$ cat src/rtl/alu_serial_ctrl.sv
// alu_serial_ctrl: bit-serial ALU sequencer driving an external 1-bit ALU slice.
// One operand bit is processed per clock, LSB first, over WIDTH cycles.
// Optional feature macro: ALU_SERIAL_SLT_EN enables the set-less-than opcode (0111).
module alu_serial_ctrl #(
   parameter int WIDTH = 32
) (
   input  logic             clk_i,
   input  logic             rst_n,
   input  logic             start_i,
   input  logic [WIDTH-1:0] src1_i,
   input  logic [WIDTH-1:0] src2_i,
   input  logic [3:0]       alu_ctrl_i,
   output logic             bit_src1_o,
   output logic             bit_src2_o,
   output logic             ainvert_o,
   output logic             binvert_o,
   output logic             cin_o,
   output logic [1:0]       operation_o,
   input  logic             bit_result_i,
   input  logic             bit_cout_i,
   output logic             busy_o,
   output logic             done_o,
   output logic [WIDTH-1:0] result_o,
   output logic             zero_o,
   output logic             cout_o,
   output logic             overflow_o
);

   localparam int               IDX_W    = (WIDTH > 1) ? $clog2(WIDTH) : 1;
   localparam logic [IDX_W-1:0] LAST_IDX = IDX_W'(WIDTH - 1);

   localparam logic [3:0] OP_AND = 4'b0000;
   localparam logic [3:0] OP_OR  = 4'b0001;
   localparam logic [3:0] OP_ADD = 4'b0010;
   localparam logic [3:0] OP_SUB = 4'b0110;
   localparam logic [3:0] OP_NOR = 4'b1100;
`ifdef ALU_SERIAL_SLT_EN
   localparam logic [3:0] OP_SLT = 4'b0111;
`endif

   typedef enum logic [1:0] {S_IDLE, S_RUN, S_DONE} state_t;

   state_t           state_q, state_d;
   logic [WIDTH-1:0] src1_q, src2_q, shift_q;
   logic [3:0]       op_q;
   logic [IDX_W-1:0] idx_q;
   logic             carry_q;
   logic             done_q;

   // decoded opcode controls
   logic             is_valid, is_addsub, is_slt, sub_mode;
   logic             ainv, binv;
   logic [1:0]       oper;

   // completion values presented on the last RUN edge
   logic [WIDTH-1:0] final_vec, final_result;
   logic             final_cout, final_ovf, msb_ovf;

   // Decode the captured opcode into slice controls.
   // NOTE: every always_comb output gets a default first so no path can infer a latch.
   always_comb begin
      is_valid  = 1'b0;
      is_addsub = 1'b0;
      is_slt    = 1'b0;
      sub_mode  = 1'b0;
      ainv      = 1'b0;
      binv      = 1'b0;
      oper      = 2'd0;
      case (op_q)
         OP_AND: is_valid = 1'b1;
         OP_OR: begin
            is_valid = 1'b1;
            oper     = 2'd1;
         end
         OP_ADD: begin
            is_valid  = 1'b1;
            is_addsub = 1'b1;
            oper      = 2'd2;
         end
         OP_SUB: begin
            is_valid  = 1'b1;
            is_addsub = 1'b1;
            sub_mode  = 1'b1;
            binv      = 1'b1;
            oper      = 2'd2;
         end
         OP_NOR: begin
            is_valid = 1'b1;
            ainv     = 1'b1;
            binv     = 1'b1;
         end
`ifdef ALU_SERIAL_SLT_EN
         OP_SLT: begin
            is_valid = 1'b1;
            is_slt   = 1'b1;
            sub_mode = 1'b1;
            binv     = 1'b1;
            oper     = 2'd2;
         end
`endif
         default: ;
      endcase
   end

   // Drive the slice from the registered operands; quiet outside RUN and for unsupported opcodes.
   always_comb begin
      bit_src1_o  = 1'b0;
      bit_src2_o  = 1'b0;
      ainvert_o   = 1'b0;
      binvert_o   = 1'b0;
      cin_o       = 1'b0;
      operation_o = 2'd0;
      if (state_q == S_RUN && is_valid) begin
         bit_src1_o  = src1_q[idx_q];
         bit_src2_o  = src2_q[idx_q];
         ainvert_o   = ainv;
         binvert_o   = binv;
         operation_o = oper;
         cin_o       = (idx_q == '0) ? sub_mode : carry_q;
      end
   end

   // Assemble the final result and flags from the shift register plus the live MSB slice output.
   always_comb begin
      final_vec            = shift_q;
      final_vec[WIDTH-1]   = bit_result_i;
      msb_ovf              = cin_o ^ bit_cout_i;
      final_result         = '0;
      final_cout           = 1'b0;
      final_ovf            = 1'b0;
      if (is_valid) begin
         if (is_slt) begin
            final_result[0] = final_vec[WIDTH-1] ^ msb_ovf;
         end else begin
            final_result = final_vec;
            if (is_addsub) begin
               final_cout = bit_cout_i;
               final_ovf  = msb_ovf;
            end
         end
      end
   end

   // Next-state logic: one pass through RUN per accepted start.
   always_comb begin
      state_d = state_q;
      case (state_q)
         S_IDLE:  if (start_i) state_d = S_RUN;
         S_RUN:   if (idx_q == LAST_IDX) state_d = S_DONE;
         S_DONE:  state_d = S_IDLE;
         default: state_d = S_IDLE;
      endcase
   end

   // State register and registered completion pulse (high the cycle after DONE).
   // NOTE: sequential state uses non-blocking assignments so all registers update from pre-edge values.
   always_ff @(posedge clk_i or negedge rst_n) begin
      if (!rst_n) begin
         state_q <= S_IDLE;
         done_q  <= 1'b0;
      end else begin
         state_q <= state_d;
         done_q  <= (state_q == S_DONE);
      end
   end

   // Operand capture, serial bit collection and result/flag update.
   // NOTE: the result shift register is plain flops, so it is reset along with everything else.
   always_ff @(posedge clk_i or negedge rst_n) begin
      if (!rst_n) begin
         src1_q     <= '0;
         src2_q     <= '0;
         op_q       <= '0;
         idx_q      <= '0;
         carry_q    <= 1'b0;
         shift_q    <= '0;
         result_o   <= '0;
         zero_o     <= 1'b0;
         cout_o     <= 1'b0;
         overflow_o <= 1'b0;
      end else if (state_q == S_IDLE && start_i) begin
         src1_q  <= src1_i;
         src2_q  <= src2_i;
         op_q    <= alu_ctrl_i;
         idx_q   <= '0;
         carry_q <= 1'b0;
         shift_q <= '0;
      end else if (state_q == S_RUN) begin
         shift_q[idx_q] <= bit_result_i;
         carry_q        <= bit_cout_i;
         idx_q          <= idx_q + 1'b1;
         if (idx_q == LAST_IDX) begin
            result_o   <= final_result;
            zero_o     <= (final_result == '0);
            cout_o     <= final_cout;
            overflow_o <= final_ovf;
         end
      end
   end

   assign busy_o = (state_q == S_RUN);
   assign done_o = done_q;

endmodule
$ cat config.mk
export PLATFORM = sky130hd
export DESIGN_NAME = alu_serial_ctrl
export DESIGN_NICKNAME = d
export VERILOG_FILES = /design/src/rtl/alu_serial_ctrl.sv
export SDC_FILE = /design/constraint.sdc
export NUM_CORES = 1
export LEC_CHECK = 0
export ABC_CLOCK_PERIOD_IN_PS = 2700
export CAP_MARGIN = 40
export CORE_MARGIN = 2
export CORE_UTILIZATION = 48
export DETAILED_ROUTE_END_ITERATION = 10
export MAX_ROUTING_LAYER = met4
export PLACE_DENSITY = 0.77
export SYNTH_ARGS = -nofsm -noshare
export SYNTH_HDL_FRONTEND = slang
export SYNTH_SLANG_ARGS = --single-unit
$ cat constraint.sdc
create_clock -name clk_i -period 2.7 [get_ports clk_i]
set_clock_uncertainty 0.1 [all_clocks]
set_input_delay 0.81 -clock clk_i [delete_from_list [all_inputs] [get_ports clk_i]]
set_output_delay 0.81 -clock clk_i [all_outputs]
set_load 0.02 [all_outputs]
==> results of run 1 <==
[cell type report]
cell class / count / area [um^2]
Tap cell: 176 / 220
Clock inverter: 13 / 220
Sequential cell: 143 / 3580
Timing Repair Buffer: 178 / 1700
Clock buffer: 17 / 425
Multi-Input combinational cell: 545 / 2870
Inverter: 4 / 15.0
Fill cell: 1029 / 4260
[where the power goes]
group | total, uW | internal [uW] | switching (uW)
clock | 2580 | 1710 | 867
sequential | 3550 | 2940 | 608
combinational | 3970 | 1910 | 2060
total | 10100 | 6560 | 3540
[worst paths after layout]
path                       cells past startpoint  slack (ns)          end
setup / recovery                               6       -0.78   bit_src2_o
hold / removal                                 1        0.22  shift_q[26]
setup reg to reg                               9        0.46       cout_o
hold reg to reg                                2        0.37   src2_q[12]
max in group asynchronous                      2        1.64   src1_q[21]
min in group clk_i                             2        0.37   src2_q[12]
[routing by layer]
layer / vias up / part of all wire / global-route usage
met1: 2689 / 0.43 / 0.296
met3: 39 / 0.047 / 0.0479
met2: 171 / 0.50 / 0.394
met5: - / 0 / -
met4: 0 / 0.024 / 0.0938
li1: 2721 / - / -
[registers in the layout, indices dropped and copies added, names as in the netlist]
register    cells
cout_o          1
src1_q         32
done_o          1
carry_q         1
op_q            4
src2_q         32
zero_o          1
state_q         2
result_o       32
shift_q        31
overflow_o      1
idx_q           5
[synthesized netlist by cell type, types with 3 or more instances]
cell type / instances / area (um^2)
mux4_2: 5 / 113
nor4_1: 9 / 56.3
and3_1: 3 / 18.8
nor2b_1: 5 / 31.3
a21oi_1: 13 / 65.1
ha_1: 5 / 62.6
nor3_1: 6 / 30.0
nand2b_1: 4 / 25.0
nand4_1: 6 / 37.5
nor3b_1: 3 / 22.5
a22oi_1: 5 / 37.5
mux2i_1: 42 / 420
and2_1: 5 / 31.3
clkbuf_1: 43 / 161
nand3_1: 19 / 95.1
o21ai_0: 29 / 145
dfrtp_1: 143 / 3580
nor2_1: 28 / 105
buf_2: 3 / 15.0
nand2_1: 323 / 1210
o21ai_1: 9 / 45.0
a22o_1: 4 / 35.0
[kinds of logic after synthesis]
group           share of synthesized area
xor+xnor                          0.00266
flops                               0.544
mux                                0.0811
simple gates                        0.268
fa+ha+maj                         0.00951
buf+inv                            0.0325
compound gates                     0.0624
[what timing repair did]
| action | in CTS | in global routing |
|---|---|---|
| pin swaps | 2 | 1 |
| gates resized for setup | 42 | 6 |
| setup buffers | 5 | 2 |
| setup endpoints to repair | 8 | 4 |
[worst register-to-register path: stages (launching register included)]
cell,delay [ns]
dfrtp_2,0.46
buf_6,0.15
buf_4,0.13
ha_1,0.21
and3_1,0.19
ha_1,0.19
nand2_1,0.09
buf_4,0.34
nor2_1,0.08
a22o_1,0.18
[metrics by stage]
| step | setup TNS [ns] | cell area (um^2) | setup slack, ns |
|---|---|---|---|
| final | -1.57 | 9040 | -0.782 |
| after global routing | -1.73 | 9040 | -0.850 |
| after CTS | -1.55 | 9010 | -0.800 |
| after detailed placement | -1.75 | 8280 | -0.813 |
| after global placement | -1.69 | 8280 | -0.762 |
| after floorplan | -0.861 | 6600 | -0.339 |
==> flow_metrics.env, run 1 <==
export IMPL_ios=117
export IMPL_final_util=0.680
export IMPL_tightest_slew_ns=0.540
export IMPL_layout_common_cells="nand2_1, dfrtp_1, clkdlybuf4s50_1, buf_4, mux2i_1"
export IMPL_ant_nets=0
export IMPL_grt_remaining_overflow=0
export IMPL_worstPathRequired_ns=1.79
export IMPL_whs_ns=0.221
export IMPL_fp_dieH_um=121
export IMPL_max_stage_delay_ns=0.55
export IMPL_cts_sinks=143
export IMPL_hold_class="input port to async pin"
export IMPL_max_slew_margin=0.639
export IMPL_setup_violations=3
export IMPL_timing_rr_start="idx_q[1]"
export IMPL_p_leak_uw=0.00440
export IMPL_clkLatencyLatePin_ns=0.42
export IMPL_antenna_found_initial=0
export IMPL_slowest_stage="or4_4"
export IMPL_nets=967
export IMPL_cts_max_level=4
export IMPL_dp_cells=1040
export IMPL_post_route_min_period_ns=3.48
export IMPL_worstSetupStartpoint="op_q[0]"
export IMPL_yosysUniqueCellTypes=46
export IMPL_violations="negative setup slack"
export IMPL_area_delta_synth_final_pct=37.4
export IMPL_worstSetupStartpointType="flop"
export IMPL_via_count=5620
export IMPL_routedWlPerCell_um=15.1
export IMPL_holdBufCountCts=0
export IMPL_ys_ff_latch=143
export IMPL_synth_edf_count=0
export IMPL_coreArea_um2=13300
export IMPL_crit_type="flop to output port"
export IMPL_vias_per_cell=5.22
export IMPL_status="finished with violations"
export IMPL_drc_errors=0
export IMPL_path_max_fanout=2
export IMPL_p_per_area_nw_per_um2=1120
export IMPL_crit_arrival_ns=2.57
export IMPL_dr_pass1_iters=5
export IMPL_grt_first_pass_wirelength_mm=27.0
export IMPL_yosysSeqAreaShare=0.544
export IMPL_vdd_drop_max_v=0.000553
export IMPL_netlist_area_um2=6580
export IMPL_gp_congestion=0.876
export IMPL_die_x_um=121
export IMPL_crit_buf_inv=1
export IMPL_period_share=1.29
export IMPL_drive_above_1_share=0.140
export IMPL_power_uw=10100
export IMPL_timing_hold_violations_final=0
export IMPL_postSynthAreaPerCell_um2=8.87
export IMPL_io_buffers=116
export IMPL_diodes=0
export IMPL_clk_pin_slew_worst_paths_ns=0.06
export IMPL_rsz0062_at_grt="yes"
export IMPL_crit_chain="or3b_4 > and3b_1 > nand2b_4 > or4_4 > a2111oi_4 > buf_4"
export IMPL_ys_flop_type="dfrtp_1"
export IMPL_final_common_cell="nand2_1"
export IMPL_crit_path_end_kind="output port"
export IMPL_cap_violations=0
export IMPL_synthesis_nets=819
export IMPL_syn_inst=741
export IMPL_synthArstFlopShare=1.00
export IMPL_dieArea_um2=14700
export IMPL_hpwl_mm=11.3
export IMPL_max_freq_ghz=0.287
export IMPL_cts_tree="built"
export IMPL_rows=42
export IMPL_finalWirelength_mm=16.3
export IMPL_critPathTopFamily="simple AND/OR/NAND/NOR gates"
export IMPL_first_iter_violations=368
export IMPL_clock_root_buffer="clkbuf_16"
export IMPL_fin_ws_ns=-0.782
export IMPL_cts_max_path_buffers=2
export IMPL_grtUsageTotal=0.241
export IMPL_maxSlewViolCount=0
export IMPL_grt_max_degree=72
export IMPL_yosysWarnings=0
export IMPL_finalNonFillerCells=1076
export IMPL_start_util=0.495
export IMPL_cts_buffers=17
export IMPL_grt_pass1_vias=5635
Note: power is estimated with default switching activity, not from simulation.
==> run 2: changes to the inputs <==
- CORE_MARGIN: 2 -> unset
- CORE_UTILIZATION: 48 -> 36
- PLACE_DENSITY: 0.77 -> unset
==> run 2 against run 1 <==
Against the previous run:
- the run still ends with negative setup slack left
- routed wire length did not move
- clock power barely moved
- combinational power fell by 1%
- cell area rose by 1.4%
- sequential cell count did not move
- total power barely moved
- critical endpoint unchanged
==> flow_metrics.env, run 2 (same netlist as run 1, synthesis figures left out) <==
export IMPL_met3_usage=0.0444
export IMPL_r2r_end="result_o[8]"
export IMPL_hold_class="input port to async pin"
export IMPL_max_stage_delay_ns=0.55
export IMPL_regArea_um2=3580
export IMPL_crit_buf_inv=1
export IMPL_cts_max_path_buffers=2
export IMPL_cts_buffers=17
export IMPL_multi_input_area_um2=2870
export IMPL_grt_pass1_vias=5229
export IMPL_cap_violations=0
export IMPL_violations="negative setup slack"
export IMPL_layout_common_cells="nand2_1, dfrtp_1, clkdlybuf4s50_1, buf_4, mux2i_1"
export IMPL_p_per_area_nw_per_um2=1100
export IMPL_grt_first_pass_wirelength_mm=26.7
export IMPL_gp_congestion=0.841
export IMPL_rsz0062_at_grt="yes"
export IMPL_fin_ws_ns=-0.780
export IMPL_crit_arrival_ns=2.57
export IMPL_ios=117
export IMPL_cts_tree="built"
export IMPL_post_route_min_period_ns=3.48
export IMPL_diodes=0
export IMPL_crit_chain="or3b_4 > and3b_1 > nand2b_4 > or4_4 > a2111oi_4 > buf_4"
export IMPL_rr_worst_depth=9
export IMPL_rows=49
export IMPL_holdBufCountCts=0
export IMPL_p_leak_uw=0.00444
export IMPL_max_slew_margin=0.606
export IMPL_ant_nets=0
export IMPL_first_iter_violations=253
export IMPL_crit_type="flop to output port"
export IMPL_path_max_fanout=2
export IMPL_grt_busiest_layer="met2"
export IMPL_cts_sinks=143
export IMPL_critPathTopFamily="simple AND/OR/NAND/NOR gates"
export IMPL_timing_rr_start="idx_q[0]"
export IMPL_drive_above_1_share=0.146
export IMPL_cts_max_level=4
export IMPL_drc_errors=0
export IMPL_routedWlPerCell_um=14.3
export IMPL_status="finished with violations"
export IMPL_grt_max_degree=72
export IMPL_grt_use_met2=0.302
export IMPL_max_freq_ghz=0.287
export IMPL_clock_root_buffer="clkbuf_16"
export IMPL_final_util=0.512
export IMPL_whs_ns=0.232
export IMPL_crit_path_end_kind="output port"
export IMPL_worstSetupStartpointType="flop"
export IMPL_top_regs="result_o: 32 flops, src1_q: 32 flops, src2_q: 32 flops"
export IMPL_clk_pin_slew_worst_paths_ns=0.05
export IMPL_maxSlewViolCount=0
export IMPL_grt_remaining_overflow=0
export IMPL_period_share=1.29
export IMPL_slowest_stage="or4_4"
export IMPL_vdd_drop_max_v=0.000662
export IMPL_area_delta_synth_final_pct=39.4
export IMPL_via_count=5412
export IMPL_placed_area_um2=8370
export IMPL_start_util=0.367
export IMPL_clkLatencyLatePin_ns=0.42
export IMPL_vias_per_cell=4.76
export IMPL_final_common_cell="nand2_1"
export IMPL_stdcell_area_um2=9170
export IMPL_coreArea_um2=17900
export IMPL_dieArea_um2=18800
export IMPL_die_x_um=137
export IMPL_nets=972
export IMPL_met1_usage=0.246
export IMPL_timing_hold_violations_final=0
export IMPL_hpwl_mm=11.5
export IMPL_setup_violations=3
export IMPL_fillCellCount=1690
export IMPL_dr_pass1_iters=6
export IMPL_tightest_slew_ns=0.588
export IMPL_power_uw=10100
export IMPL_r2r_slack_ns=0.41
export IMPL_worstPathRequired_ns=1.79
export IMPL_setup_tns_ns=-1.68
export IMPL_finalWirelength_mm=16.3
export IMPL_io_buffers=116
export IMPL_antenna_found_initial=0
export IMPL_fp_dieH_um=137
export IMPL_grtUsageTotal=0.192
==> run 2: cell count changes in the layout (fill, tap and decap cells not counted), sizes merged <==
cell      change
clkinv        -1
bufinv        -1
clkinvlp      -1
buf           +3
clkbuf        +7
==> run 2: area by class of cell <==
class / instances / share of cell area
clock inverters: 10 / 0.0198
flip-flops and latches: 143 / 0.391
inverters: 4 / 0.00164
clock buffers: 22 / 0.0528
multi-input cells: 545 / 0.313
repair buffers: 183 / 0.191
well taps: 229 / 0.0313
==> run 2: through the flow <==
stage / worst slack, ns / std cells
floorplan: -0.339 / 741
finish: -0.780 / 1136
global route: -0.847 / 1136
global placement: -0.778 / 1095
detailed placement: -0.788 / 1095
CTS: -0.791 / 1130
==> run 2: worst max path at each step <==
stage	to	cells past startpoint	from
final	bit_src2_o	6	op_q[0]
after global routing	bit_src2_o	6	op_q[0]
after CTS	bit_src2_o	6	op_q[0]
after detailed placement	bit_src2_o	6	op_q[0]
after global placement	bit_src2_o	6	op_q[0]
after floorplan	bit_src2_o	6	op_q[3]
==> run 2: repair_timing <==
item	4_1_cts	5_1_grt
pin swaps	2	0
buffers inserted	3	6
setup endpoints to repair	8	5
gates resized for setup	36	9
==> run 2: where the power goes <==
part           total (uW)  leakage [uW]  internal (uW)  switching, uW
registers            3560       0.00182           2940            613
logic                3930       0.00228           1950           1980
clock network        2610      0.000326           1730            875
total               10100       0.00444           6630           3470
==> run 2: layer usage <==
| layer | vias up | wire length [um] |
|---|---|---|
| li1 | 2735 | - |
| met1 | 2571 | 7680 |
| met2 | 94 | 7910 |
| met3 | 12 | 532 |
| met4 | 0 | 145 |
| met5 | - | 0 |
==> run 3: changes to the inputs <==
- ABC_CLOCK_PERIOD_IN_PS: 2700 -> 3770
- CORE_UTILIZATION: 36 -> 53
- PLACE_DENSITY: unset -> 0.8
- clock period: 2.7 -> 3.77 ns (I/O delays scaled with it)
==> run 3 against run 2 <==
Against the previous run:
- the flow still finishes with violations (negative setup slack)
- combinational power is 36% lower
- die area is 32% lower
- core utilization is 21 points higher
- cell count is 8.5% lower
- setup slack better by 0.75 ns
- critical path depth stayed put
- first-iteration DRC count is 36% higher
- register-to-register slack better by 0.62 ns
- critical endpoint unchanged
- largest cell class unchanged
==> flow_metrics.env, run 3 (same netlist as run 1, synthesis figures left out) <==
export IMPL_status="finished with violations"
export IMPL_violations="negative setup slack"
export IMPL_placed_area_um2=8020
export IMPL_crit_arrival_ns=2.57
export IMPL_setup_violations=1
export IMPL_vdd_drop_max_v=0.000508
export IMPL_post_route_min_period_ns=3.80
export IMPL_rsz0062_at_grt="yes"
export IMPL_path_max_fanout=4
export IMPL_top_regs="result_o: 32 flops, src1_q: 32 flops, src2_q: 32 flops"
export IMPL_hpwl_mm=11.0
export IMPL_start_util=0.545
export IMPL_tightest_slew_ns=0.929
export IMPL_diodes=0
export IMPL_crit_path_end_kind="output port"
export IMPL_drive_above_1_share=0.0952
export IMPL_ant_nets=0
export IMPL_die_x_um=113
export IMPL_cts_buffers=17
export IMPL_r2r_slack_ns=1.03
export IMPL_hold_class="flop to flop"
export IMPL_dr_pass1_iters=5
export IMPL_gp_congestion=0.834
export IMPL_fin_ws_ns=-0.0270
export IMPL_fp_dieH_um=113
export IMPL_holdBufCountCts=0
export IMPL_layout_common_cells="nand2_1, dfrtp_1, clkdlybuf4s50_1, mux2i_1, buf_4"
export IMPL_clock_root_buffer="clkbuf_16"
export IMPL_ios=117
export IMPL_cts_sinks=143
export IMPL_worstPathRequired_ns=2.54
export IMPL_worstSetupStartpointType="flop"
export IMPL_cts_max_path_buffers=2
export IMPL_coreArea_um2=12100
export IMPL_dieArea_um2=12900
export IMPL_cap_violations=0
export IMPL_grt_max_degree=100
export IMPL_max_freq_ghz=0.263
export IMPL_rows=40
export IMPL_timing_hold_violations_final=0
export IMPL_nets=938
export IMPL_clkLatencyLatePin_ns=0.41
export IMPL_vias_per_cell=5.35
export IMPL_stdcell_area_um2=8670
export IMPL_final_util=0.718
export IMPL_grt_remaining_overflow=0
export IMPL_grt_first_pass_wirelength_mm=26.9
export IMPL_crit_type="flop to output port"
export IMPL_p_leak_uw=0.00420
export IMPL_period_share=1.01
export IMPL_cts_tree="built"
export IMPL_first_iter_violations=345
export IMPL_maxSlewViolCount=0
export IMPL_cts_max_level=4
export IMPL_via_count=5569
export IMPL_clk_pin_slew_worst_paths_ns=0.06
export IMPL_max_slew_margin=0.379
export IMPL_io_buffers=116
export IMPL_antenna_found_initial=0
export IMPL_finalWirelength_mm=15.7
export IMPL_area_delta_synth_final_pct=31.8
export IMPL_p_per_area_nw_per_um2=781
export IMPL_drc_errors=0
export IMPL_grt_pass1_vias=5524
export IMPL_final_common_cell="nand2_1"
export IMPL_routedWlPerCell_um=15.1
export IMPL_grtUsageTotal=0.276
[run 3: cell count changes in the layout (fill, tap and decap cells not counted), sizes merged]
| cell | change |
|---|---|
| clkbuf | -4 |
| clkinv | +1 |
| buf | -34 |
| bufinv | -2 |
| dlygate4sd2 | -2 |
| clkdlybuf4s50 | +5 |
| clkinvlp | +1 |
[run 3: worst paths after layout]
kind	from	end	cells after the start
max	op_q[1]	bit_src2_o	6
min	src2_q[10]	src2_q[10]	2
max reg2reg	idx_q[0]	result_o[8]	9
min reg2reg	src2_q[10]	src2_q[10]	2
max in group asynchronous	rst_n	src1_q[6]	2
min in group asynchronous	rst_n	result_o[21]	1
[run 3: timing repair]
| item | CTS | global route |
|---|---|---|
| endpoints found under the setup margin | 3 | 2 |
| buffers inserted | 2 | 1 |
| cloned | 0 | 0 |
| resized for setup | 14 | 3 |
[run 3: power breakdown]
part | internal [uW] | total, uW | switching [uW]
Sequential | 2110 | 2550 | 440
Clock | 1070 | 1700 | 627
Combinational | 1150 | 2520 | 1370
Total | 4330 | 6770 | 2440
[run 3: final cells by class]
cell class	count	area, um^2
Clock inverter	10	138
Timing Repair Buffer	149	1440
Clock buffer	21	460
Tap cell	168	210
Fill cell	892	3400
Sequential cell	143	3580
Inverter	4	15.0
Multi-Input combinational cell	545	2820
[run 3: per-layer routing]
metal	vias up	GRT usage	wire length, um
met5	-	-	0
li1	2659	-	-
met2	203	0.449	7940
met1	2678	0.353	6680
met3	29	0.0473	806
met4	0	0.0974	312
[run 3: worst max-delay path: stages (launching register included)]
cell       delay [ns]
dfrtp_1          0.39
or3b_4           0.40
and3b_1          0.20
nand2b_4         0.15
or4_4            0.55
a2111oi_4        0.25
buf_4            0.21
[run 3: per-stage QoR]
step                setup TNS [ns]  instances  worst slack, ns  total power (uW)  hold slack [ns]
floorplan                        0        741            0.247              4040            0.338
global placement           -0.0767       1006          -0.0767              4870            0.353
detailed placement          -0.107       1006           -0.107              4990            0.364
CTS                        -0.0385       1039          -0.0385              6760            0.376
global route                -0.107       1040           -0.107              7190            0.402
finish                     -0.0270       1040          -0.0270              6770            0.374
